$ cat src/rtl/fc_dense_layer.sv
// Fully-connected layer: per output neuron, dot product of the flattened vector with a
// weight row plus bias, rounded and saturated to Q4.16 and written back to result memory.
module fc_dense_layer #(
    parameter int LEN     = 2048,
    parameter int NUM_OUT = 4,
    parameter int WAW     = 14,
    parameter int ACC_W   = 52,
    parameter int RELU    = 0
) (
    input  logic           clk,
    input  logic           reset,
    input  logic           start,
    output logic           busy,
    output logic           done,
    output logic           crd,
    output logic [11:0]    caddr_rd,
    input  logic [19:0]    cdata_rd,
    output logic [2:0]     csel,
    output logic           cwr,
    output logic [11:0]    caddr_wr,
    output logic [19:0]    cdata_wr,
    output logic [WAW-1:0] waddr,
    input  logic [19:0]    wdata
);

    localparam int KW = $clog2(LEN + 1);
    localparam int OW = $clog2(NUM_OUT + 1);

    typedef enum logic [2:0] {
        S_IDLE,
        S_FETCH,
        S_BIAS,
        S_FINAL,
        S_WRITE,
        S_DONE
    } state_t;

    state_t                     r_state;
    state_t                     w_next;
    logic [KW-1:0]              r_k;
    logic [OW-1:0]              r_o;
    logic [WAW-1:0]             r_wPtr;
    logic [ACC_W-1:0]           r_acc;
    logic [ACC_W-1:0]           r_res;
    logic                       r_macValid;

    logic signed [39:0]         w_prod;
    logic [ACC_W-1:0]           w_prodExt;
    logic [ACC_W-1:0]           w_biasExt;
    logic [ACC_W-17:0]          w_hi;
    logic [ACC_W-16:0]          w_rnd;
    logic [ACC_W-35:0]          w_upper;
    logic [19:0]                w_outVal;

    assign w_prod    = $signed(cdata_rd) * $signed(wdata);
    assign w_prodExt = {{(ACC_W-40){w_prod[39]}}, w_prod};
    assign w_biasExt = {{(ACC_W-36){wdata[19]}}, wdata, 16'b0};

    // Weight rows are stored back to back, so the FETCH weight address is one running pointer.
    always_ff @(posedge clk) begin
        if (reset) begin
            r_state    <= S_IDLE;
            r_k        <= '0;
            r_o        <= '0;
            r_wPtr     <= '0;
            r_acc      <= '0;
            r_res      <= '0;
            r_macValid <= 1'b0;
        end else begin
            r_state    <= w_next;
            r_macValid <= (r_state == S_FETCH);
            if (r_macValid)
                r_acc <= r_acc + w_prodExt;
            case (r_state)
                S_IDLE: begin
                    if (start) begin
                        r_k    <= '0;
                        r_o    <= '0;
                        r_wPtr <= '0;
                        r_acc  <= '0;
                    end
                end
                S_FETCH: begin
                    r_k    <= r_k + 1'b1;
                    r_wPtr <= r_wPtr + 1'b1;
                end
                S_FINAL: r_res <= r_acc + w_biasExt;
                S_WRITE: begin
                    r_acc <= '0;
                    r_k   <= '0;
                    r_o   <= r_o + 1'b1;
                end
                default: ;
            endcase
        end
    end

    // Round half-up on bit 15, then saturate the integer part to the 20-bit range.
    always_comb begin
        w_hi    = r_res[ACC_W-1:16];
        w_rnd   = {w_hi[ACC_W-17], w_hi} + {{(ACC_W-16){1'b0}}, r_res[15]};
        w_upper = w_rnd[ACC_W-16:19];
        if (w_upper == '0 || w_upper == '1)
            w_outVal = w_rnd[19:0];
        else if (w_rnd[ACC_W-16])
            w_outVal = 20'h80000;
        else
            w_outVal = 20'h7FFFF;
        if (RELU != 0 && r_res[ACC_W-1])
            w_outVal = 20'h00000;
    end

    always_comb begin
        w_next   = r_state;
        busy     = 1'b0;
        done     = 1'b0;
        crd      = 1'b0;
        cwr      = 1'b0;
        csel     = 3'b000;
        caddr_rd = '0;
        caddr_wr = '0;
        cdata_wr = '0;
        waddr    = '0;
        case (r_state)
            S_IDLE: begin
                if (start)
                    w_next = S_FETCH;
            end
            S_FETCH: begin
                busy     = 1'b1;
                crd      = 1'b1;
                csel     = 3'b101;
                caddr_rd = 12'(r_k);
                waddr    = r_wPtr;
                if (r_k == KW'(LEN - 1))
                    w_next = S_BIAS;
            end
            S_BIAS: begin
                busy   = 1'b1;
                waddr  = WAW'(NUM_OUT * LEN) + WAW'(r_o);
                w_next = S_FINAL;
            end
            S_FINAL: begin
                busy   = 1'b1;
                w_next = S_WRITE;
            end
            S_WRITE: begin
                busy     = 1'b1;
                cwr      = 1'b1;
                csel     = 3'b110;
                caddr_wr = 12'(r_o);
                cdata_wr = w_outVal;
                w_next   = (r_o == OW'(NUM_OUT - 1)) ? S_DONE : S_FETCH;
            end
            S_DONE: begin
                done   = 1'b1;
                w_next = S_IDLE;
            end
            default: w_next = S_IDLE;
        endcase
    end

endmodule

$ cat config.mk
export PLATFORM = sky130hd
export DESIGN_NAME = fc_dense_layer
export DESIGN_NICKNAME = d
export VERILOG_FILES = /design/src/rtl/fc_dense_layer.sv
export SDC_FILE = /design/constraint.sdc
export NUM_CORES = 2
export LEC_CHECK = 0
export CAP_MARGIN = 0
export CORE_UTILIZATION = 47
export DETAILED_ROUTE_END_ITERATION = 6
export PLACE_DENSITY_LB_ADDON = 0.12
export SLEW_MARGIN = 15
export SYNTH_ARGS = -nofsm -noshare
export SYNTH_HDL_FRONTEND = slang
export SYNTH_SLANG_ARGS = --single-unit
$ cat constraint.sdc
create_clock -name clk -period 13.8 [get_ports clk]
set_clock_uncertainty 0.1 [all_clocks]
set_input_delay 2.76 -clock clk [delete_from_list [all_inputs] [get_ports clk]]
set_output_delay 2.76 -clock clk [all_outputs]
set_load 0.005 [all_outputs]
# --- Word level (Yosys, flattened, before mapping) ---
# Index checks and enable logic that the tools add are counted.
op_classes:
  addsub: 7
  n_mul: 1
  eq_ne: 10
  muxes: 24
  reduce_logical: 11
ops:
  columns: ["op", "count"]
  rows:
  - ["$add 52x52->52", 2]
  - ["$mux 52", 2]
  - ["$pmux 52 s2", 1]
  - ["$mux 20", 3]
  - ["$pmux 14 s2", 2]
  - ["$mul 20x20->40", 1]
  - ["$add 36x2->37", 1]
  - ["$pmux 12 s3", 1]
  - ["$mux 12", 2]
  - ["$eq 18x18->1 const B", 1]
  - ["$logic_not 18->1", 1]
  - ["$mux 3", 5]
  - ["$pmux 3 s5", 1]
  - ["$add 14x1->14 const B", 1]
  - ["$add 14x3->14 const A", 1]
  - ["$mux 14", 1]
  - ["$add 12x1->12 const B", 1]
  - ["$eq 12x11->1 const B", 1]
  - ["$pmux 3 s2", 2]
  - ["$eq 3x2->1 const B", 3]
  - ["$reduce_and 2->1", 4]
  - ["$eq 3x3->1 const B", 2]
  - ["$mux 1", 4]
  - ["$reduce_bool 2->1", 2]
  - ["other kinds (8)", 8]
totals:
  regBits: 137
  in_bits: 43
  elab_cells: 60

# --- Depth between registers and ports, before layout ---
depth:
  ltp_word: 5
  ltp_mapped: 38
  depth_no_buf: 37

# --- Least setup slack after synthesis ---
# No wires, ideal clock.
synth_timing:
  kind: "in2reg"
  from: "in cdata_rd[19]"
  to: "reg r_acc[50]"
  arrival_ps: 11333
  setup_slack_ps: 2247
  stages: 31
  path_buffers: 1
  cell_sequence: "clkbuf_1 nand2_1 inv_1 fa_1 fa_1 fa_1 inv_1 fa_1 inv_1 fa_1 inv_1 fa_1 fa_1 inv_1 ha_1 nand3_1 or2_2 o221a_2 a21oi_1 a2111oi_0 a211oi_1 ha_1 a21o_1 a21oi_1 nor2b_1 o21ai_0 nand2b_1 a221o_1 a31oi_1 nor3_1 a211o_1"
synth_between:
  elab_chain_cells: 5
synth_lines:
  columns: ["element", "line", "source"]
  rows:
  - ["start, declared", "17", "input logic [19:0] cdata_rd,"]
  - ["$mul 20x20->40 *", "55", "assign w_prod = $signed(cdata_rd) * $signed(wdata);"]
  - ["$add 52x52->52 *", "73", "r_acc <= r_acc + w_prodExt;"]
  - ["$mux 52 *", "72", "if (r_macValid)"]
  - ["$mux 52", "76", "if (start) begin"]
  - ["$pmux 52 s2 *", "74", "case (r_state)"]
  - ["end signal, assigned", "73", null]
  - ["end, declared", "43", "logic [ACC_W-1:0] r_acc;"]
# Mark *: on every way between the ends. The rest lies on a longest branch, timed or not.
# A chain may end at the register's enable or synchronous reset.

# --- Worst setup path after layout ---
layout_timing:
  from: "in wdata[2]"
  to: "reg r_acc[51]"
layout_between:
  elab_chain_cells: 5
layout_lines:
  columns: ["element", "line", "source"]
  rows:
  - ["start, declared", "23", "input logic [19:0] wdata"]
  - ["$mul 20x20->40 *", "55", null]
  - ["$add 52x52->52 *", "73", null]
  - ["$mux 52 *", "72", null]
  - ["$mux 52", "76", null]
  - ["$pmux 52 s2 *", "74", null]
# Marks and branches as above.

==> flow_summary.ini <==
[outcome]
outcome = finished clean

[synth]
ys.flop_type = dfxtp_1
synth-seq-cells = 122
synthXorXnorAreaFrac_pct = 4.401
ys_seq_area_share_pct = 9.587
avgSynthCellArea_um2 = 8.433
yosysTopAreaCell = fa_1
synth_compound_area_share_pct = 12.37
ys_types = 75
synth_adder_area_share_pct = 42.94
synthTopCellsByCount = inv_1, fa_1, nand2_1
synth_cells = 3021
netlist_area_um2 = 25480
synth_top_family_by_area = adder cells
synth_top_area_share_pct = 33.16
async_flop_share_pct = 0
muxShareOfSynthArea_pct = 1.306
netlist_top_cells_area = fa_1, ha_1, dfxtp_1
yosys_warnings = 0
synth.most_common_cell = inv_1
yosys.area_share.simple_pct = 19.62
synth-edff-count = 0

[route]
routed_wl_um = 67150
ant_nets = 0
dr.pass1.iters = 5
post-route-drc-count = 0
highest_layer = met5
vias = 20560
wire_per_inst_um = 17.86
wl_met1_um = 29060
dr_wl_met2_um = 32810
wl_met3_um = 3123
viasPerCell = 5.470
dr.first_iter.drc_count = 1131

[worst_setup_path]
cp-end-kind = register
cp_max_fo = 21
critPathKind = in2reg
cp_common_cell = fa_1
r2r-start = r_acc[0]$_SDFF_PP0_
reg2reg_slack_ns = 10.06
critPathSlowestCell = fa_1
r2r_end = r_acc[44]$_SDFF_PP0_
ff2ff_path_depth = 13
critPathLaunchType = primary input
worst_path_largest_cell_delay_ns = 0.90
worst-endpoint-arrival_ns = 13.36
critPathRequiredTime_ns = 14.05

[place]
gp_congestion = 0.9134
hpwl_um = 55700
dp.cells = 3726
io_buffer_count = 98

[die]
initial_core_util_pct = 48.00
die_w_um = 234.8
die_h_um = 234.8
io_pins = 108
core.rowCount = 84
coreArea_um2 = 53080
dieArea_um2 = 55140

[clock_tree]
postCtsSetupBuffers = 0
cts_buffers = 17
hold_buffers = 0
cts_root_buffer = clkbuf_16
clockBufferDepth = 2
cts_tree = done
htreeDepth = 4
cts.repair.resized = 0
path_clk_slew_ns = 0.06
clk_latency_ns = 0.42
cts_sinks = 122

[worst_hold_path]
min_path_type = reg2reg
holdPathStages = 2
hold_path_startpoint = r_res[16]$_SDFFE_PP0N_
whs_endpoint = r_res[16]$_SDFFE_PP0N_

[global_route]
antenna_found_initial = 2
track_usage_pct = 24.88
grt_pass1_wl_um = 110300
overflow = 0
grt_max_degree = 84
grt_pass1_vias = 21120

[timing]
fin_crit_sh_pct = 95.03
setup_viol = 0
hold_viol = 0
fin_crit_ns = 13.11
rsz0062_at_grt = false
worstMarginPinSlew_ns = 0.9853
setup_tns_ns = 0
max_freq_ghz = 0.07625
relSlewSlack_pct = 33.75
report.final.slew_viol_count = 0

[run]
maxCapViolCount = 0

[finish]
drive_gt1_share_pct = 3.747
utilization_pct = 52.39
instances_no_fill = 3759
nFillCells = 5006
area_growth_pct = 9.150
num-nets-final = 3721
==> layer usage <==
layer	GRT usage, %	vias to the layer above
met3	2.867	114
li1	-	9727
met5	0	-
met2	42.69	492
met4	8.054	2
met1	32.71	10230
==> cells by family (layout without fill, tap and decap cells) <==
group | Yosys count | in the layout
adders and majority gates | 621 | 621
DFF | 122 | 122
buffers and inverters | 646 | 686
and+or+nand+nor | 977 | 977
other | 1 | 11
xor gates and xnor gates | 128 | 128
AOI/OAI and AO/OA | 493 | 493
muxes | 33 | 33
==> how the worst max path moves through the flow <==
stage | startpoint | to | depth (start not counted)
CTS | wdata[2] | r_acc[51]$_SDFF_PP0_ | 33
finish | wdata[2] | r_acc[51]$_SDFF_PP0_ | 33
global route | wdata[2] | r_acc[51]$_SDFF_PP0_ | 33
global placement | wdata[2] | r_acc[51]$_SDFF_PP0_ | 33
floorplan | cdata_rd[19] | r_acc[50]$_SDFF_PP0_ | 31
detailed placement | wdata[2] | r_acc[51]$_SDFF_PP0_ | 33
==> per-stage QoR <==
stage,cell area [µm²],hold WS [ns],worst slack [ns]
floorplan,25510,0.3400,2.247
global placement,27150,0.3512,0.2701
detailed placement,27150,0.3554,0.2035
CTS,27800,0.3626,0.6726
global route,27800,0.3755,0.2863
finish,27810,0.3629,0.6861
==> critical path: cells and delay by family <==
kind,cells,cell delay [ns]
buf+inv,7,1.66
fa+ha+maj,9,5.01
simple gates,6,1.01
compound gates,11,2.88
==> placed cells by master (no fill, tap or decap), types with 42 or more instances in the layout <==
cell	instances
inv_1	505
fa_1	422
nand2_1	306
and2_1	252
ha_1	199
nor2_1	152
a21oi_1	149
dfxtp_1	121
clkdlybuf4s50_1	97
o21ai_0	89
xnor2_1	83
a21o_1	63
buf_4	51
and3_1	47
xor2_1	45
nand3_1	42
==> registers in the layout (all words and copies together) (netlist names) <==
name / count
r_state: 3
r_o: 3
r_wPtr: 14
r_acc: 52
r_res: 37
r_macValid: 1
r_k: 12
==> layout make-up <==
type / count / area (µm²) / area share [%]
inverters: 506 / 1899 / 6.830
repair buffers: 149 / 1359 / 4.887
well taps: 688 / 860.8 / 3.096
diodes: 2 / 5.005 / 0.01800
multi-input cells: 2261 / 20580 / 74.03
clock buffers: 19 / 432.9 / 1.557
clock inverters: 12 / 221.5 / 0.7964
flip-flops and latches: 122 / 2444 / 8.788
Power is left out: the tool's default activity adds up to more than one toggle a clock period on the data nets, which glitch-free logic cannot reach.
